### config.mk
export PLATFORM = sky130hd
export DESIGN_NAME = seg7_reader
export DESIGN_NICKNAME = d
export VERILOG_FILES = /design/src/rtl/seg7_reader.sv
export SDC_FILE = /design/constraint.sdc
export NUM_CORES = 1
export LEC_CHECK = 0
export CORE_MARGIN = 3
export CORE_UTILIZATION = 35
export CTS_CLUSTER_DIAMETER = 150
export DETAILED_ROUTE_END_ITERATION = 10
export GPL_ROUTABILITY_DRIVEN = 0
export PLACE_DENSITY = 0.53
export SYNTH_ARGS = -nofsm -noshare
export SYNTH_HDL_FRONTEND = slang
export SYNTH_SLANG_ARGS = --single-unit
### constraint.sdc
create_clock -name clk -period 5 [get_ports clk]
set_input_delay 1.25 -clock clk [delete_from_list [all_inputs] [get_ports clk]]
set_output_delay 1.25 -clock clk [all_outputs]
set_load 0.01 [all_outputs]
### src/rtl/seg7_reader.sv
`default_nettype none
// ============================================================================
//  Module   : seg7_reader
//  Purpose  : Snoops a multiplexed 4-digit 7-segment bus, filters each
//             segment/enable pair for stability, decodes the pattern back to
//             BCD and presents complete 4-digit frames on valid/ready.
//  Revision : 1.0  initial release
// ============================================================================
module seg7_reader #(
    parameter int STABLE_CYCLES = 4
) (
    input  logic        clk,
    input  logic        rst_n,
    input  logic [6:0]  seven_seg,
    input  logic [3:0]  dig_en,
    input  logic        out_ready,
    output logic        out_valid,
    output logic [15:0] bcd,
    output logic [3:0]  err
);

    localparam logic [7:0] c_stable    = 8'(STABLE_CYCLES);
    localparam logic [7:0] c_stable_m1 = 8'(STABLE_CYCLES - 1);

    // Frame machine: accumulating digits with no frame held, or holding one
    localparam logic [0:0] c_st_accum = 1'b0;
    localparam logic [0:0] c_st_held  = 1'b1;

    logic [6:0]  r_p_seg;
    logic [3:0]  r_p_en;
    logic [7:0]  r_cnt;
    logic        r_strobe;
    logic [15:0] r_cap_dig;
    logic [3:0]  r_cap_err;
    logic [3:0]  r_mask;
    logic [0:0]  r_state;
    logic [15:0] r_bcd;
    logic [3:0]  r_err;

    logic        w_changed;
    logic        w_en_onehot;
    logic [3:0]  w_dec_dig;
    logic        w_dec_err;
    logic        w_full;
    logic        w_load;
    logic        w_hs;
    logic [3:0]  w_mask_set;

    // The new sample differs from the pair currently held in the input stage
    assign w_changed   = (seven_seg != r_p_seg) || (dig_en != r_p_en);
    // While the pair is unchanged, r_p_en equals dig_en, so checking it suffices
    assign w_en_onehot = (r_p_en != 4'd0) && ((r_p_en & (r_p_en - 4'd1)) == 4'd0);

    assign out_valid  = (r_state == c_st_held);
    assign bcd        = r_bcd;
    assign err        = r_err;
    assign w_full     = (r_mask == 4'hF);
    assign w_load     = w_full && (!out_valid || out_ready);
    assign w_hs       = out_valid && out_ready;
    assign w_mask_set = r_strobe ? r_p_en : 4'd0;

    // Input stage, saturating stability counter and one-cycle capture strobe
    always_ff @(posedge clk or negedge rst_n) begin
        if (!rst_n) begin
            r_p_seg  <= 7'd0;
            r_p_en   <= 4'd0;
            r_cnt    <= 8'd0;
            r_strobe <= 1'b0;
        end else begin
            r_p_seg <= seven_seg;
            r_p_en  <= dig_en;
            if (w_changed) begin
                r_cnt <= 8'd1;
            end else if (r_cnt < c_stable) begin
                r_cnt <= r_cnt + 8'd1;
            end
            // Fires on the edge where the count steps to STABLE_CYCLES; a
            // non-one-hot enable suppresses it for the whole stable window.
            r_strobe <= !w_changed && (r_cnt == c_stable_m1) && w_en_onehot;
        end
    end

    // Reverse segment decode of the stable pattern
    always_comb begin
        w_dec_dig = 4'hF;
        w_dec_err = 1'b0;
        case (r_p_seg)
            7'b1111110: w_dec_dig = 4'd0;
            7'b0110000: w_dec_dig = 4'd1;
            7'b1101101: w_dec_dig = 4'd2;
            7'b1111001: w_dec_dig = 4'd3;
            7'b0110011: w_dec_dig = 4'd4;
            7'b1011011: w_dec_dig = 4'd5;
            7'b1011111: w_dec_dig = 4'd6;
            7'b1110000: w_dec_dig = 4'd7;
            7'b1111111: w_dec_dig = 4'd8;
            7'b1110011: w_dec_dig = 4'd9;
            default: begin
                w_dec_dig = 4'hF;
                w_dec_err = 1'b1;
            end
        endcase
    end

    // Capture registers: last captured value per digit wins
    always_ff @(posedge clk or negedge rst_n) begin
        if (!rst_n) begin
            r_cap_dig <= 16'd0;
            r_cap_err <= 4'd0;
        end else if (r_strobe) begin
            for (int i = 0; i < 4; i++) begin
                if (r_p_en[i]) begin
                    r_cap_dig[4*i +: 4] <= w_dec_dig;
                    r_cap_err[i]        <= w_dec_err;
                end
            end
        end
    end

    // Frame machine: load uses pre-capture values, a same-cycle capture lands
    // in the freshly cleared mask and counts toward the next frame
    always_ff @(posedge clk or negedge rst_n) begin
        if (!rst_n) begin
            r_state <= c_st_accum;
            r_mask  <= 4'd0;
            r_bcd   <= 16'd0;
            r_err   <= 4'd0;
        end else begin
            r_mask <= (w_load ? 4'd0 : r_mask) | w_mask_set;
            case (r_state)
                c_st_accum: begin
                    if (w_load) begin
                        r_state <= c_st_held;
                        r_bcd   <= r_cap_dig;
                        r_err   <= r_cap_err;
                    end
                end
                default: begin
                    if (w_load) begin
                        r_state <= c_st_held;
                        r_bcd   <= r_cap_dig;
                        r_err   <= r_cap_err;
                    end else if (w_hs) begin
                        r_state <= c_st_accum;
                    end
                end
            endcase
        end
    end

endmodule
`default_nettype wire

==> flow_summary.json, run 1 <==
{
  "postSynthCellCount": 237,
  "fin_tns_setup_ps": 0,
  "pwr-share-clk_pct": 46.8,
  "drt-total-wl_mm": 5.35,
  "drt_iter0_drc": 74,
  "synth.top_cells.by_area": "dfrtp_1, mux2_2, xnor2_1",
  "synth_compound_area_share_pct": 8.15,
  "grt_setup_unrepaired": "no",
  "path_cells": "clkdlybuf4s50_1, inv_1, a21oi_2, mux2_2",
  "grt_pass1_vias": 1721,
  "intPower_w": 0.000913,
  "synth_ff_type": "dfrtp_1",
  "seq_power_share_pct": 48.2,
  "setup_viol": 0,
  "cp.required_ps": 5220,
  "fin_nets": 286,
  "synth_xor_area_share_pct": 4.96,
  "ctsRootBufferMaster": "clkbuf_8",
  "synth_top_family_by_area": "simple AND/OR/NAND/NOR gates",
  "fill_cells": 726,
  "antenna_found_initial": 0,
  "synth_mux_area_share_pct": 9.92,
  "tritoncts": "done",
  "detail_route.first_pass.iterations": 4,
  "pre_cts_slack_ps": 1760,
  "num_rows": 32,
  "hpwl_mm": 3.64,
  "ys_ff_latch": 65,
  "n_antenna_cell": 0,
  "finalHoldViolCount": 0,
  "synth_fa_ha_area_share_pct": 0.443,
  "slew_viol_final": 0,
  "area.sequential_um2": 1630,
  "grt_overflow": 0,
  "dieArea_um2": 9190,
  "syn-mean-instance-area_um2": 11.9,
  "drc": 0,
  "start_util_pct": 36.4,
  "whs_ps": 480,
  "worstSetupStartpointType": "input pin",
  "gr-usage-all-layers_pct": 12.7,
  "cp_slowest_stage_delay_ps": 900,
  "port-buffer-count": 34,
  "clk_latency_ps": 340,
  "synthesis.nets": 252,
  "period_share_pct": 58.0,
  "yosysUniqueCellTypes": 35,
  "cap_violations": 0,
  "vias": 1838,
  "fmax_mhz": 345,
  "grt_max_degree": 53,
  "drive_gt1_share_pct": 18.5,
  "leakage_nw": 1.52,
  "ctsResizeCount": 0,
  "yosys_warnings": 0,
  "holdBufCountCts": 0,
  "status": "completed",
  "p_sw_w": 0.000251,
  "period_needed_ps": 2900,
  "critPathCaptureType": "flip-flop",
  "post-cts-setup-buffers": 0,
  "worst_slack_ps": 2100,
  "cts_made_buffers": 9,
  "slew_headroom_pct": 17.4,
  "powerDensity_nw_per_um2": 337,
  "yosysTopAreaCellShare_pct": 57.6,
  "synthSimpleGateAreaFrac_pct": 14.6,
  "power_w": 0.00116,
  "grt_first_pass_wirelength_mm": 8.67,
  "tightest_slew_ps": 1240,
  "die_h_um": 95.8,
  "ys_seq_area_share_pct": 57.6,
  "synth_edf_count": 0,
  "synth_area_leader_cell": "dfrtp_1",
  "critical_path_arrival_ps": 3120,
  "slowest_stage": "a21oi_2",
  "critPathMaxFanout": 21,
  "power_frac_comb_pct": 5.0,
  "coreArea_um2": 7770,
  "synthArstFlopShare_pct": 100,
  "avgViaCountPerCell": 4.86,
  "path_clk_slew_ps": 70,
  "dieWidth_um": 95.8,
  "netlist_area_um2": 2830,
  "wl_per_cell_um": 14.2,
  "ant_nets": 0,
  "ir_drop_v": 0.000209,
  "multi_input_area_um2": 1080,
  "syn_to_final_growth_pct": 22.3,
  "min_path_type": "reg2reg",
  "switching_share_pct": 21.6,
  "final.setup_skew_ps": 8.36,
  "crit_type": "in2reg",
  "clkSinkCount": 65,
  "cts_buffer_depth": 2,
  "io_pins": 35,
  "htree_levels": 3
}
## layer usage
| layer | wire length, um | GRT usage, % | up-vias |
|---|---|---|---|
| met5 | 0 | 0 | - |
| met1 | 2490 | 16.4 | 880 |
| met4 | 89 | 5.45 | 0 |
| li1 | - | - | 905 |
| met2 | 2480 | 18.8 | 44 |
| met3 | 293 | 5.24 | 9 |
## cells by family (layout without fill, tap and decap cells)
| logic type | after synthesis | in the layout |
|---|---|---|
| compound gates | 37 | 37 |
| fa+ha+maj | 1 | 1 |
| simple gates | 73 | 73 |
| xor+xnor | 16 | 16 |
| mux | 25 | 25 |
| buf+inv | 20 | 59 |
| flops | 65 | 65 |
## through the flow
stage          instances  util (%)  area [um^2]
2_1_floorplan        237         -         2830
3_3_place_gp         362      41.3         3210
3_5_place_dp         362      41.3         3210
4_1_cts              378      44.5         3450
5_1_grt              378      44.5         3450
6_report             378      44.5         3450
## state kept, by name, indices dropped and copies added (netlist names)
signal and flops:
err 4, r_cap_err 4, bcd 16, r_cap_dig 16
r_strobe 1, out_valid 1, r_mask 4, r_p_seg 7
r_cnt 8, r_p_en 4
## Yosys cell counts, types with 3 or more instances
cell type	n
nor2_1	16
nand3_1	5
clkbuf_1	5
or4b_1	3
buf_6	6
inv_1	7
dfrtp_1	65
mux2_2	24
and2_1	9
nor2b_1	3
xnor2_1	14
nor3_1	4
a21oi_1	12
o21ai_0	14
nand2_1	16
a31oi_1	5
nand4_1	6
## layout by cell type, fill, tap and decap left out, drive strengths merged, types with 3 or more instances in the layout
cell	count
xnor2	14
clkdlybuf4s50	33
and2	9
mux2	24
buf	3
inv	7
nand4	7
nor2b	3
nor3	5
nand3	5
a31oi	5
clkbuf	11
o21ai	14
bufinv	3
or4b	3
a21oi	12
dfrtp	65
nand2	16
nor2	16
## critical path: cells and delay by family
kind,cells,cell delay [ps]
AOI/OAI and AO/OA,1,900
muxes,1,430
buffers and inverters,2,520
## path summary, 6_finish.rpt
| check | cells after the start | end | slack, ps | from |
|---|---|---|---|---|
| worst max-delay path | 4 | bcd[15] | 2100 | out_ready |
| worst min-delay path | 1 | r_cnt[7] | 480 | r_cnt[7] |
| worst max register to register | 5 | r_cap_dig[12] | 2810 | r_p_seg[1] |
| worst min register to register | 1 | r_cnt[7] | 480 | r_cnt[7] |
| max in group asynchronous | 2 | r_cnt[1] | 3240 | rst_n |
| min in group asynchronous | 1 | err[0] | 800 | rst_n |
## power groups by stage
stage | Combinational (W) | Sequential [W] | Clock [W]
after floorplan | 0.0000416 | 0.000560 | 0
after global placement | 0.0000592 | 0.000571 | 0
after detailed placement | 0.0000598 | 0.000571 | 0
after CTS | 0.0000598 | 0.000561 | 0.000561
after global routing | 0.0000660 | 0.000564 | 0.000586
final | 0.0000582 | 0.000562 | 0.000544
## final cells by class
cell class                      instances  area share (%)
Clock buffer                           11            4.09
Inverter                                7           0.761
Multi-Input combinational cell        152            31.3
Timing Repair Buffer                   36            10.1
Tap cell                              102            3.69
Sequential cell                        65            47.1
Clock inverter                          5            2.97
No activity file was read; power rests on OpenSTA's default activity.
==> run 2, diff against run 1 <==
Clock period 5 ns to 2.81 ns, I/O delays scaled along.
==> run 2 against run 1 <==
  * Global-route usage is 0.064 points higher
  * Sequential power is 78% higher
  * Hold slack worse by 100 ps
  * Die area stayed put
  * Critical path type is now reg2reg
  * Critical endpoint is now r_cap_dig[0]
==> flow_summary.json, run 2 (synthesis gave the netlist of run 1 again) <==
{
  "start_util_pct": 36.4,
  "drive_gt1_share_pct": 19.4,
  "avgViaCountPerCell": 4.86,
  "critPathCaptureType": "flip-flop",
  "cp.required_ps": 3010,
  "htree_levels": 3,
  "crit_type": "reg2reg",
  "setup_viol": 0,
  "drc": 0,
  "ir_drop_v": 0.000268,
  "fmax_mhz": 470,
  "clkSinkCount": 65,
  "slew_viol_final": 0,
  "cap_violations": 0,
  "ctsResizeCount": 0,
  "whs_ps": 379,
  "grt_overflow": 0,
  "gr-usage-all-layers_pct": 12.8,
  "fin_tns_setup_ps": 0,
  "worst_r2r_path_depth": 5,
  "layout_common_cells": "dfrtp_1, clkdlybuf4s50_1, mux2_2",
  "multi_input_area_um2": 1080,
  "n_antenna_cell": 0,
  "placed_cells": 364,
  "placed_cell_area_um2": 3240,
  "drt-total-wl_mm": 5.15,
  "grt_setup_unrepaired": "no",
  "cp_slowest_stage_delay_ps": 670,
  "path_cells": "nand3_1, nor3_1, o21ai_0, a311oi_2, a21oi_1",
  "leakage_nw": 1.52,
  "num_rows": 32,
  "finalHoldViolCount": 0,
  "antenna_found_initial": 0,
  "grt_max_degree": 30,
  "drt_iter0_drc": 58,
  "fill_cells": 736,
  "coreArea_um2": 7770,
  "slowest_stage": "dfrtp_1",
  "period_needed_ps": 2130,
  "clk_latency_ps": 330,
  "detail_route.first_pass.iterations": 4,
  "syn_to_final_growth_pct": 21.5,
  "cpLargestDelayFamily": "compound AO/OA/AOI/OAI gates",
  "dieArea_um2": 9190,
  "finalNonFillerCells": 380,
  "dieWidth_um": 95.8,
  "fin_nets": 288,
  "vias": 1847,
  "critPathMaxFanout": 15,
  "tightest_slew_ps": 701,
  "critical_path_arrival_ps": 2330,
  "period_share_pct": 75.8,
  "ctsRootBufferMaster": "clkbuf_8",
  "cp.buffers_inverters": 0,
  "final_area_um2": 3430,
  "tritoncts": "done",
  "min_path_type": "in2async",
  "cts_buffer_depth": 2,
  "die_h_um": 95.8,
  "port-buffer-count": 34,
  "r2r_end": "r_cap_dig[0]",
  "powerDensity_nw_per_um2": 547,
  "cts_made_buffers": 9,
  "path_clk_slew_ps": 70,
  "ant_nets": 0,
  "status": "completed",
  "slew_headroom_pct": 52.8,
  "post-cts-setup-buffers": 0,
  "holdBufCountCts": 0,
  "cp-startpoint": "r_p_seg[1]",
  "reg2reg_slack_ps": 680,
  "worstReg2RegStart": "r_p_seg[1]",
  "io_pins": 35,
  "hpwl_mm": 3.63,
  "wl_per_cell_um": 13.6,
  "final.setup_skew_ps": 5.81,
  "area.sequential_um2": 1630,
  "mostFrequentLayoutCell": "dfrtp_1",
  "grt_first_pass_wirelength_mm": 8.81,
  "grt_pass1_vias": 1766,
  "worstSetupStartpointType": "flip-flop"
}
==> run 2: changes by cell type in the layout (fill, tap and decap cells not counted) <==
cell,change
clkinv_2,+3
bufinv_16,-2
buf_12,+1
buf_4,+1
clkbuf_1,-1
==> run 2: worst max path at each step <==
| stage | endpoint | cells past startpoint |
|---|---|---|
| 3_5_place_dp | bcd[8] | 5 |
| 3_3_place_gp | bcd[14] | 5 |
| 2_1_floorplan | bcd[10] | 4 |
| 4_1_cts | r_cap_dig[0] | 5 |
| 6_report | r_cap_dig[0] | 5 |
| 5_1_grt | r_cap_dig[4] | 5 |
==> run 2: per-layer routing <==
layer  vias up  global-route usage (%)  part of all wire, %
met1       902                    17.8                   49
li1        904                       -                    -
met5         -                       0                    0
met3         7                    3.13                  3.8
met4         0                    6.75                  1.6
met2        34                    18.2                   46
==> run 2: power by group <==
part,internal [W],switching (W),total [W]
clock network,0.000427,0.000345,0.000773
registers,0.000962,0.0000369,0.000999
logic,0.0000532,0.0000535,0.000107
==> run 2: area by class of cell <==
type / instances / share of cell area (%)
timing repair buffer: 38 / 11.0
multi-input combinational: 152 / 31.5
clock inverter: 6 / 1.68
tap: 102 / 3.72
clock buffer: 10 / 4.01
sequential: 65 / 47.4
inverter: 7 / 0.765
==> run 2: stage by stage <==
step / worst slack [ps] / power, W / utilization [%]
finish: 681 / 0.00188 / 44.2
detailed placement: 641 / 0.00113 / 41.7
global route: 410 / 0.00197 / 44.2
global placement: 646 / 0.00113 / 41.7
CTS: 682 / 0.00191 / 44.2
floorplan: 942 / 0.00107 / -
==> run 3, diff against run 2 <==
Settings changed: PLACE_DENSITY 0.53 to 0.55.
Clock period 2.81 ns to 1.81 ns, I/O delays scaled along.
==> run 3 against run 2 <==
  * The run now ends with negative setup slack left
  * Setup slack got worse by 730 ps
  * Final cell count increased by 7.9%
  * Clock power rose by 44%
  * Non-clock buffer count up 30
  * Utilization grew 4.7 points
  * Clock-buffer cell count stayed put
  * Maximum frequency is 14% higher
  * Combinational power up 130%
  * Highest routed layer unchanged
  * Sequential share of layout area fell by 4.4 points
  * Via count grew 5.7%
  * Critical path depth up 1
==> flow_summary.json, run 3 (synthesis gave the netlist of run 1 again) <==
{
  "status": "complete, but fails checks",
  "violations": "negative setup slack",
  "n_antenna_cell": 0,
  "detail_route.first_pass.iterations": 4,
  "drt_iter0_drc": 66,
  "drc": 0,
  "port-buffer-count": 34,
  "dieArea_um2": 9190,
  "finalHoldViolCount": 0,
  "layout_common_cells": "dfrtp_1, clkdlybuf4s50_1, buf_4",
  "powerDensity_nw_per_um2": 762,
  "seq_power_share_pct": 53.0,
  "cp-startpoint": "r_p_seg[6]",
  "drive_gt1_share_pct": 33.8,
  "final_area_um2": 3800,
  "cp_slowest_stage_delay_ps": 520,
  "placed_cell_area_um2": 3460,
  "power_frac_comb_pct": 8.5,
  "cts_made_buffers": 9,
  "setup_viol": 8,
  "drt-total-wl_mm": 5.52,
  "period_share_pct": 103,
  "grt_pass1_vias": 1877,
  "whs_ps": 116,
  "start_util_pct": 36.4,
  "finalNonFillerCells": 410,
  "grt_first_pass_wirelength_mm": 9.17,
  "grt_max_degree": 66,
  "slew_headroom_pct": 65.5,
  "fmax_mhz": 537,
  "io_pins": 35,
  "die_h_um": 95.8,
  "period_needed_ps": 1860,
  "clk_latency_ps": 340,
  "fill_cells": 722,
  "grt_overflow": 0,
  "critical_path_arrival_ps": 2080,
  "fin_nets": 318,
  "path_clk_slew_ps": 70,
  "gr-usage-all-layers_pct": 13.2,
  "ant_nets": 0,
  "mostFrequentLayoutCell": "dfrtp_1",
  "clkSinkCount": 65,
  "vias": 1952,
  "tritoncts": "done",
  "placed_cells": 390,
  "holdBufCountCts": 0,
  "ir_drop_v": 0.000504,
  "critPathMaxFanout": 7,
  "cap_violations": 0,
  "cp.required_ps": 2030,
  "coreArea_um2": 7770,
  "final.setup_skew_ps": 5.97,
  "slowest_stage": "or4b_4",
  "power_w": 0.00290,
  "ctsRootBufferMaster": "clkbuf_8",
  "hpwl_mm": 3.82,
  "min_path_type": "in2async",
  "num_rows": 32,
  "worst_slack_ps": -53.2,
  "grt_setup_unrepaired": "yes",
  "cts_buffer_depth": 2,
  "path_cells": "or4b_4, a21oi_4, a311oi_4, a211oi_4, buf_6, a21oi_2",
  "tightest_slew_ps": 513,
  "pre_cts_slack_ps": -115,
  "dieWidth_um": 95.8,
  "switching_share_pct": 25.5,
  "crit_type": "reg2reg",
  "slew_viol_final": 0,
  "critPathCaptureType": "flip-flop",
  "leakage_nw": 1.67,
  "p_sw_w": 0.000738,
  "wl_per_cell_um": 13.5,
  "htree_levels": 3,
  "pwr-share-clk_pct": 38.4,
  "antenna_found_initial": 0,
  "worstSetupStartpointType": "flip-flop",
  "syn_to_final_growth_pct": 34.5,
  "worstReg2RegStart": "r_p_seg[6]",
  "avgViaCountPerCell": 4.76,
  "intPower_w": 0.00216
}
-- run 3: layout make-up --
type                            count  area [um^2]  share of cell area, %
Clock buffer                       10          138                   3.62
Clock inverter                      6         42.5                   1.12
Inverter                            7         26.3                  0.691
Multi-Input combinational cell    152         1190                   31.3
Sequential cell                    65         1630                   43.0
Tap cell                          102          128                   3.36
Timing Repair Buffer               68          643                   16.9
-- run 3: worst max-delay path: cells and delay by family (launching register included) --
family / cells / cell delay (ps)
AO/OA/AOI/OAI: 4 / 600
flip-flops: 1 / 470
buffers and inverters: 1 / 150
AND/OR/NAND/NOR: 1 / 520
-- run 3: path summary, 6_finish.rpt --
kind                       slack (ps)  depth (start not counted)      endpoint
min in group clk                  480                          2  r_cap_err[1]
min                               120                          2        bcd[5]
min reg2reg                       480                          2  r_cap_err[1]
max                               -50                          6  r_cap_dig[1]
max reg2reg                       -50                          6  r_cap_dig[1]
max in group asynchronous        1400                          2    r_p_seg[5]
-- run 3: what timing repair did --
action,in CTS,in global routing
pin swaps,4,8
cloned,0,0
endpoints found under the setup margin,17,20
setup buffers,1,3
resized for setup,8,25
endpoints found under the hold margin,0,0
-- run 3: per-stage QoR --
step | TNS, ps | util [%]
floorplan | 0 | -
global placement | -1040 | 44.5
detailed placement | -1590 | 44.5
CTS | -85.7 | 47.3
global route | -1280 | 48.9
finish | -324 | 48.9
-- run 3: routing by layer --
| layer | up-vias | share of wire (%) | track usage (%) |
|---|---|---|---|
| met2 | 39 | 47 | 20.0 |
| met1 | 948 | 48 | 17.8 |
| li1 | 959 | - | - |
| met4 | 0 | 1.3 | 5.69 |
| met5 | - | 0 | 0 |
| met3 | 6 | 3.7 | 3.52 |
-- run 3: power groups by stage --
stage	Combinational [W]	Clock (W)	Sequential, W
finish	0.000248	0.00111	0.00154
global route	0.000277	0.00121	0.00154
CTS	0.000234	0.00116	0.00153
detailed placement	0.000229	0	0.00156
global placement	0.000228	0	0.00156
floorplan	0.000115	0	0.00155
